$ cat src/rtl/voice_allocator_if.sv
// -----------------------------------------------------------------------------
// voice_allocator_if
//   Key-event handshake bus between the keyboard scanner (master) and the
//   voice allocator (slave).
//   key_valid  master -> slave  key event present, held until accepted
//   key_ready  slave  -> master event accepted on an edge with valid && ready
//   key_on     master -> slave  1 = press, 0 = release
//   note       master -> slave  0=A .. 11=G#, 4'hF = null
//   octave     master -> slave  octave 0..7
// -----------------------------------------------------------------------------
`timescale 1ns/1ps
interface voice_allocator_if;
    logic       key_valid;
    logic       key_ready;
    logic       key_on;
    logic [3:0] note;
    logic [2:0] octave;

    modport master (output key_valid, output key_on, output note, output octave,
                    input  key_ready);
    modport slave  (input  key_valid, input  key_on, input  note, input  octave,
                    output key_ready);
endinterface

$ cat src/rtl/voice_allocator.sv
// -----------------------------------------------------------------------------
// voice_allocator
//   Polyphonic note scheduler. Each accepted key event runs through
//   IDLE -> SCAN -> APPLY: the key is latched, compared against every voice
//   slot (match / lowest free / oldest), then the slot registers are updated
//   and either voice_start or dropped pulses for one cycle.
//   Optional feature macro: VOICE_STEAL_EN -- when defined, a press with all
//   slots busy steals the oldest slot; otherwise that press is dropped.
// Ports
//   clk           system clock, rising edge
//   reset         asynchronous, active-low, clears all state
//   key_bus       key-event handshake (slave side)
//   voice_active  bit v = slot v sounding
//   voice_note    slot v note at [4v+3:4v], 4'hF when idle
//   voice_octave  slot v octave at [3v+2:3v], 0 when idle
//   voice_start   one-cycle pulse on the slot that was (re)assigned
//   dropped       one-cycle pulse when an accepted event changed nothing
// -----------------------------------------------------------------------------
`timescale 1ns/1ps
module voice_allocator #(
    parameter int NUM_VOICES = 4,
    parameter int AGE_W      = 8
) (
    input  logic                    clk,
    input  logic                    reset,
    voice_allocator_if.slave        key_bus,
    output logic [NUM_VOICES-1:0]   voice_active,
    output logic [4*NUM_VOICES-1:0] voice_note,
    output logic [3*NUM_VOICES-1:0] voice_octave,
    output logic [NUM_VOICES-1:0]   voice_start,
    output logic                    dropped
);

    localparam int IDX_W = (NUM_VOICES > 1) ? $clog2(NUM_VOICES) : 1;

    typedef enum logic [1:0] {
        ST_IDLE  = 2'd0,
        ST_SCAN  = 2'd1,
        ST_APPLY = 2'd2
    } state_t;

    // Saturating age increment: the counter sticks at its maximum.
    function automatic logic [AGE_W-1:0] age_inc(input logic [AGE_W-1:0] a);
        if (a == {AGE_W{1'b1}}) begin
            return a;
        end else begin
            return a + AGE_W'(1);
        end
    endfunction

    state_t                          state_r, state_nxt_s;
    logic                            key_ready_r, key_ready_nxt_s;

    logic                            key_on_r;
    logic [3:0]                      key_note_r;
    logic [2:0]                      key_oct_r;

    logic [NUM_VOICES-1:0]           active_r, active_nxt_s;
    logic [NUM_VOICES-1:0][3:0]      note_r, note_nxt_s;
    logic [NUM_VOICES-1:0][2:0]      oct_r, oct_nxt_s;
    logic [NUM_VOICES-1:0][AGE_W-1:0] age_r, age_nxt_s;
    logic [NUM_VOICES-1:0]           voice_start_r, start_nxt_s;
    logic                            dropped_r, drop_nxt_s;

    logic                            match_s, match_r;
    logic [IDX_W-1:0]                match_idx_s, match_idx_r;
    logic                            free_s, free_r;
    logic [IDX_W-1:0]                free_idx_s, free_idx_r;
    logic [IDX_W-1:0]                oldest_idx_s, oldest_idx_r;
    logic [AGE_W-1:0]                oldest_age_s;

    logic                            hit_s;
    logic [IDX_W-1:0]                tgt_idx_s;

    wire accept_s = key_bus.key_valid && key_ready_r;

    // FSM state register.
    always_ff @(posedge clk or negedge reset) begin
        if (!reset) begin
            state_r <= ST_IDLE;
        end else begin
            state_r <= state_nxt_s;
        end
    end

    // FSM next-state logic.
    always_comb begin
        state_nxt_s = state_r;
        case (state_r)
            ST_IDLE: begin
                if (accept_s) begin
                    state_nxt_s = ST_SCAN;
                end else begin
                    state_nxt_s = ST_IDLE;
                end
            end
            ST_SCAN:  state_nxt_s = ST_APPLY;
            ST_APPLY: state_nxt_s = ST_IDLE;
            default:  state_nxt_s = ST_IDLE;
        endcase
    end

    // FSM output logic: ready only while the next state is IDLE.
    always_comb begin
        key_ready_nxt_s = 1'b0;
        case (state_nxt_s)
            ST_IDLE: key_ready_nxt_s = 1'b1;
            default: key_ready_nxt_s = 1'b0;
        endcase
    end

    // Registered ready flag; reset leaves the block ready to accept.
    always_ff @(posedge clk or negedge reset) begin
        if (!reset) begin
            key_ready_r <= 1'b1;
        end else begin
            key_ready_r <= key_ready_nxt_s;
        end
    end

    // Latch the key event on acceptance.
    always_ff @(posedge clk or negedge reset) begin
        if (!reset) begin
            key_on_r   <= 1'b0;
            key_note_r <= 4'hF;
            key_oct_r  <= 3'd0;
        end else if (accept_s) begin
            key_on_r   <= key_bus.key_on;
            key_note_r <= key_bus.note;
            key_oct_r  <= key_bus.octave;
        end
    end

    // Slot scan: first matching active slot, first inactive slot, and the
    // oldest slot (strict '>' keeps ties on the lowest index).
    always_comb begin
        match_s      = 1'b0;
        match_idx_s  = '0;
        free_s       = 1'b0;
        free_idx_s   = '0;
        oldest_idx_s = '0;
        oldest_age_s = age_r[0];
        for (int v = 0; v < NUM_VOICES; v++) begin
            if (!match_s && active_r[v] && (note_r[v] == key_note_r) &&
                (oct_r[v] == key_oct_r)) begin
                match_s     = 1'b1;
                match_idx_s = IDX_W'(v);
            end else begin
                match_s     = match_s;
            end
            if (!free_s && !active_r[v]) begin
                free_s     = 1'b1;
                free_idx_s = IDX_W'(v);
            end else begin
                free_s     = free_s;
            end
            if (age_r[v] > oldest_age_s) begin
                oldest_age_s = age_r[v];
                oldest_idx_s = IDX_W'(v);
            end else begin
                oldest_age_s = oldest_age_s;
            end
        end
    end

    // Capture scan results at the end of SCAN.
    always_ff @(posedge clk or negedge reset) begin
        if (!reset) begin
            match_r      <= 1'b0;
            match_idx_r  <= '0;
            free_r       <= 1'b0;
            free_idx_r   <= '0;
            oldest_idx_r <= '0;
        end else if (state_r == ST_SCAN) begin
            match_r      <= match_s;
            match_idx_r  <= match_idx_s;
            free_r       <= free_s;
            free_idx_r   <= free_idx_s;
            oldest_idx_r <= oldest_idx_s;
        end
    end

    // APPLY decision: pick the target slot for a press, clear on a release,
    // or flag the event as dropped. Outside APPLY nothing changes.
    always_comb begin
        active_nxt_s = active_r;
        note_nxt_s   = note_r;
        oct_nxt_s    = oct_r;
        age_nxt_s    = age_r;
        start_nxt_s  = '0;
        drop_nxt_s   = 1'b0;
        hit_s        = 1'b0;
        tgt_idx_s    = '0;
        if (state_r == ST_APPLY) begin
            if (key_note_r > 4'd11) begin
                drop_nxt_s = 1'b1;
            end else if (key_on_r) begin
                if (match_r) begin
                    hit_s     = 1'b1;
                    tgt_idx_s = match_idx_r;
                end else if (free_r) begin
                    hit_s     = 1'b1;
                    tgt_idx_s = free_idx_r;
                end else begin
`ifdef VOICE_STEAL_EN
                    hit_s     = 1'b1;
                    tgt_idx_s = oldest_idx_r;
`else
                    drop_nxt_s = 1'b1;
`endif
                end
                if (hit_s) begin
                    for (int v = 0; v < NUM_VOICES; v++) begin
                        if (IDX_W'(v) == tgt_idx_s) begin
                            active_nxt_s[v] = 1'b1;
                            note_nxt_s[v]   = key_note_r;
                            oct_nxt_s[v]    = key_oct_r;
                            age_nxt_s[v]    = '0;
                            start_nxt_s[v]  = 1'b1;
                        end else if (active_r[v]) begin
                            age_nxt_s[v]    = age_inc(age_r[v]);
                        end else begin
                            age_nxt_s[v]    = age_r[v];
                        end
                    end
                end else begin
                    start_nxt_s = '0;
                end
            end else begin
                if (match_r) begin
                    for (int v = 0; v < NUM_VOICES; v++) begin
                        if (IDX_W'(v) == match_idx_r) begin
                            active_nxt_s[v] = 1'b0;
                            note_nxt_s[v]   = 4'hF;
                            oct_nxt_s[v]    = 3'd0;
                            age_nxt_s[v]    = '0;
                        end else begin
                            age_nxt_s[v]    = age_r[v];
                        end
                    end
                end else begin
                    drop_nxt_s = 1'b1;
                end
            end
        end else begin
            drop_nxt_s = 1'b0;
        end
    end

    // Slot state and one-cycle result pulses.
    always_ff @(posedge clk or negedge reset) begin
        if (!reset) begin
            active_r      <= '0;
            note_r        <= {NUM_VOICES{4'hF}};
            oct_r         <= '0;
            age_r         <= '0;
            voice_start_r <= '0;
            dropped_r     <= 1'b0;
        end else begin
            active_r      <= active_nxt_s;
            note_r        <= note_nxt_s;
            oct_r         <= oct_nxt_s;
            age_r         <= age_nxt_s;
            voice_start_r <= start_nxt_s;
            dropped_r     <= drop_nxt_s;
        end
    end

    genvar g;
    generate
        for (g = 0; g < NUM_VOICES; g++) begin : g_flat
            assign voice_note[4*g +: 4]   = note_r[g];
            assign voice_octave[3*g +: 3] = oct_r[g];
        end
    endgenerate

    assign voice_active      = active_r;
    assign voice_start       = voice_start_r;
    assign dropped           = dropped_r;
    assign key_bus.key_ready = key_ready_r;

endmodule

$ cat src/flat_wrapper.sv
// flat-port wrapper written by rule: the top's interface ports become plain ports
module voice_allocator_flat 
#(
    parameter int NUM_VOICES = 4,
    parameter int AGE_W      = 8
)
  (clk, reset, voice_active, voice_note, voice_octave, voice_start, dropped, key_bus_key_valid, key_bus_key_on, key_bus_note, key_bus_octave, key_bus_key_ready);
  voice_allocator_if key_bus_i ();
  input  logic clk;
  input  logic reset;
  output logic [NUM_VOICES-1:0] voice_active;
  output logic [4*NUM_VOICES-1:0] voice_note;
  output logic [3*NUM_VOICES-1:0] voice_octave;
  output logic [NUM_VOICES-1:0] voice_start;
  output logic dropped;
  input wire logic [$bits(key_bus_i.key_valid)-1:0] key_bus_key_valid;
  input wire logic [$bits(key_bus_i.key_on)-1:0] key_bus_key_on;
  input wire logic [$bits(key_bus_i.note)-1:0] key_bus_note;
  input wire logic [$bits(key_bus_i.octave)-1:0] key_bus_octave;
  output wire logic [$bits(key_bus_i.key_ready)-1:0] key_bus_key_ready;
  assign key_bus_i.key_valid = key_bus_key_valid;
  assign key_bus_i.key_on = key_bus_key_on;
  assign key_bus_i.note = key_bus_note;
  assign key_bus_i.octave = key_bus_octave;
  assign key_bus_key_ready = key_bus_i.key_ready;
  voice_allocator #(.NUM_VOICES(NUM_VOICES), .AGE_W(AGE_W)) u_core (.clk(clk), .reset(reset), .key_bus(key_bus_i), .voice_active(voice_active), .voice_note(voice_note), .voice_octave(voice_octave), .voice_start(voice_start), .dropped(dropped));
endmodule
$ cat config.mk
export PLATFORM = sky130hd
export DESIGN_NAME = voice_allocator_flat
export DESIGN_NICKNAME = d
export VERILOG_FILES = /design/src/rtl/voice_allocator_if.sv /design/src/rtl/voice_allocator.sv /design/src/flat_wrapper.sv
export SDC_FILE = /design/constraint.sdc
export NUM_CORES = 1
export LEC_CHECK = 0
export CAP_MARGIN = 20
export CORE_MARGIN = 2
export CORE_UTILIZATION = 47
export CTS_CLUSTER_SIZE = 14
export DETAILED_ROUTE_END_ITERATION = 16
export PLACE_DENSITY = 0.84
export RECOVER_POWER = 100
export SYNTH_ARGS = -nofsm -noshare
export SYNTH_HDL_FRONTEND = slang
export SYNTH_SLANG_ARGS = --single-unit
$ cat constraint.sdc
create_clock -name clk -period 1.8 [get_ports clk]
set_clock_uncertainty 0.15 [all_clocks]
set_input_delay 0.54 -clock clk [delete_from_list [all_inputs] [get_ports clk]]
set_output_delay 0.54 -clock clk [all_outputs]
set_load 0.005 [all_outputs]
==> results.py, run 1 <==
metrics = {
    "grt": {
        "grt_max_degree": 55,
        "grt_pass1_wl_um": 11500,
        "antenna_found_initial": 0,
        "grt_usage_pct": 24.5,
        "grt_pass1_vias": 2273,
        "overflow": 0,
    },
    "timing": {
        "period_needed_ns": 1.91,
        "tightest_slew_ns": 1.31,
        "hold_violations": 0,
        "finalWorstSetupSlack_ns": -0.114,
        "setup_tns_ns": -0.831,
        "fmax_mhz": 522,
        "finalCritPeriodShare_pct": 106,
        "setup_viol": 19,
        "rsz0062_at_grt": "true",
        "drv_slew": 0,
        "slew_headroom_pct": 12.8,
    },
    "logic_synthesis": {
        "synth_cell_types": 45,
        "synthArstFlopShare_pct": 100,
        "syn_nets": 246,
        "ys_ff_latch": 54,
        "yosysWarnings": 0,
        "yosysTopAreaCell": "dfrtp_1",
        "syn_inst": 235,
        "synthDominantCellAreaShare_pct": 31.7,
        "synth.yosys.seq_area_share_pct": 52.8,
        "synth_top_family_by_area": "simple AND/OR/NAND/NOR gates",
        "synth_mux_area_share_pct": 6.48,
        "synthXorXnorAreaFrac_pct": 9.40,
        "synth-simple-area-share_pct": 13.7,
        "synth_adder_area_share_pct": 0,
        "synth_edf_count": 0,
        "ys.flop_type": "dfrtp_1",
        "avgSynthCellArea_sq_um": 11.1,
        "yosys-top-cells-area": "dfrtp_1, dfstp_2, xnor2_1, mux2_2, o22a_1",
        "synth-compound-area-share_pct": 13.4,
        "syn_area_sq_um": 2610,
    },
    "cells_and_area": {
        "syn_to_final_growth_pct": 46.2,
        "drive_gt1_share_pct": 40.4,
        "fin_area_sq_um": 3810,
        "layoutNonFillerInstCount": 421,
        "final_common_cell": "buf_4",
        "final_cell_mix": "buf_4, dfrtp_1, dlygate4sd2_1",
        "diodes": 0,
        "nets": 359,
        "fill_cells": 352,
    },
    "clock_network": {
        "tritoncts": "done",
        "h-tree-depth": 2,
        "numCtsBuffers": 5,
        "cts_sinks": 54,
        "clkSlewWorstSetupHoldPaths_ns": 0.10,
        "max-clock-path-buffers": 2,
        "cts-root-buf": "clkbuf_8",
        "worstSkewPairLatency_ns": 0.31,
        "ctsHoldBuffers": 0,
    },
    "power": {
        "combPwrFrac_pct": 47.4,
        "p_int_mw": 3.20,
        "p_total_mw": 5.06,
        "vdd_drop_max_mv": 0.964,
        "pwr_density_cell_nw_per_um2": 1330,
        "power_leakage_nw": 1.84,
        "power_frac_seq_pct": 39.4,
        "p_clk_share_pct": 13.2,
        "p_sw_mw": 1.87,
        "p_sw_share_pct": 36.9,
    },
    "place": {
        "pre_cts_slack_ns": -0.0724,
        "dp_hpwl_um": 4610,
        "place.gp.congestion": 0.949,
        "port_buffers": 48,
        "dp_cells": 373,
        "place_area_sq_um": 3370,
    },
    "floorplan": {
        "start_util_pct": 47.9,
        "core_area_sq_um": 5440,
        "dieHeight_um": 78.5,
        "fp.dieArea_sq_um": 6160,
        "die_w_um": 78.5,
        "rows": 27,
        "io_pins": 49,
    },
    "route": {
        "dr.max_layer_used": "met4",
        "ant_nets": 0,
        "drt_iter0_drc": 206,
        "m1WireLength_um": 3130,
        "dr_wl_met2_um": 4100,
        "drc": 0,
        "wl_met3_um": 466,
        "vias": 2387,
        "viasPerCell": 5.67,
        "wl_um": 7920,
        "avgRoutedWirePerCell_um": 18.8,
        "first_pass_iters": 4,
    },
    "critical_path": {
        "critPathSlowestCell": "dfrtp_1",
        "critPathKind": "reg -> reg",
        "path_delay_family": "simple AND/OR/NAND/NOR gates",
        "required_ns": 1.85,
        "crit_path_cell_trace": "and2b_2 > a22o_4 > a32oi_4 > or2_4 > mux2_4",
        "max_stage_delay_ns": 0.42,
        "cp.arrival_ns": 1.96,
        "r2r_setup_slack_ns": -0.11,
        "worst_r2r_endpoint": "u_core.voice_octave[5]",
        "worst_setup_path_start_kind": "flop",
        "r2r_start": "u_core.match_r",
        "ff2ff_path_depth": 5,
        "worstSetupPathDepth": 5,
        "worstSetupEndpointType": "flop",
        "critical_path.max_fanout": 4,
        "crit_buf_inv": 0,
    },
    "run_status": {
        "status": "finished, violations left",
        "violations": "negative setup slack",
    },
    "job": {
        "maxCapViolCount": 0,
    },
    "hold_path": {
        "hold_path_class": "reg -> reg",
        "whs_path_depth": 1,
        "hold_path_end": "u_core.state_r[0]",
        "min_from": "u_core.state_r[1]",
    },
}
==> cell usage after synthesis (7+ instances only) <==
cell type  instances
o21ai_0            9
buf_2              9
o21ai_1            7
mux2_2            11
nand2_1           10
dfstp_2           21
dfrtp_1           33
xnor2_1           21
nor2_1            15
a21oi_1            8
o22a_1             8
nor2b_1            8
xor2_1             7
==> layer usage <==
layer / GRT usage (%) / up-vias
met5: 0 / -
met4: 8.42 / 0
met3: 3.79 / 24
met2: 42.2 / 127
met1: 31.4 / 1200
li1: - / 1036
==> flip-flops by register name, summed over array words and instances, names as in the netlist <==
signal	count
u_core.voice_active	4
u_core.key_oct_r	3
u_core.key_note_r	4
u_core.voice_octave	12
u_core.voice_note	16
u_core.voice_start	4
u_core.key_bus.key_ready	1
u_core.match_r	1
u_core.key_on_r	1
u_core.state_r	2
u_core.dropped	1
u_core.free_idx_r	2
u_core.match_idx_r	2
u_core.free_r	1
==> logic make-up after synthesis <==
group | Yosys count
muxes | 14
DFF | 54
xor gates and xnor gates | 28
and+or+nand+nor | 67
buffers and inverters | 22
AOI/OAI and AO/OA | 50
==> how the worst max path moves through the flow <==
stage | to | slack, ns | startpoint
finish | u_core.voice_octave[5] | -0.11 | u_core.match_r
floorplan | u_core.voice_octave[3] | -0.05 | u_core.free_r
CTS | u_core.voice_octave[0] | 0.005 | u_core.key_note_r[2]
global placement | u_core.voice_octave[4] | -0.03 | u_core.free_r
global route | u_core.match_idx_r[0] | -0.13 | u_core.key_note_r[3]
detailed placement | u_core.voice_octave[4] | -0.07 | u_core.free_r
==> through the flow <==
step / util [%] / hold WS (ns)
global route: 70.1 / 0.395
global placement: 62.0 / 0.293
finish: 70.1 / 0.340
floorplan: - / 0.0944
CTS: 67.2 / 0.0713
detailed placement: 62.0 / 0.327
==> final cells by class <==
type                            instances  area [sq um]  area share, %
Multi-Input combinational cell        159          1240           32.5
Clock buffer                            7          76.3           2.00
Inverter                                8          30.0          0.788
Sequential cell                        54          1380           36.1
Timing Repair Buffer                  120           993           26.1
Clock inverter                          1          7.51          0.197
Tap cell                               72          90.1           2.36
==> power by group through the flow <==
stage / Combinational [mW] / Sequential, mW / Clock (mW)
floorplan: 1.17 / 1.79 / 0
global placement: 1.82 / 2.02 / 0
detailed placement: 1.87 / 2.03 / 0
CTS: 2.02 / 1.95 / 0.681
global route: 2.55 / 2.02 / 0.731
finish: 2.40 / 1.99 / 0.669
==> repair_timing <==
action                                  CTS  global route
setup buffers                            30            10
endpoints found under the setup margin   50            36
pin swaps                                 3            10
resized for setup                        46            33
(Power assumes the default switching activity.)
==> inputs of run 2 (changes only) <==
--- a/config.mk
+++ b/config.mk
@@ -5,6 +5,7 @@
 export SDC_FILE = /design/constraint.sdc
 export NUM_CORES = 1
 export LEC_CHECK = 0
+export ABC_AREA = 0
 export CAP_MARGIN = 20
 export CORE_MARGIN = 2
 export CORE_UTILIZATION = 47
==> results of run 2 <==
Final layout, timing and power as in run 1 (identical DEF).
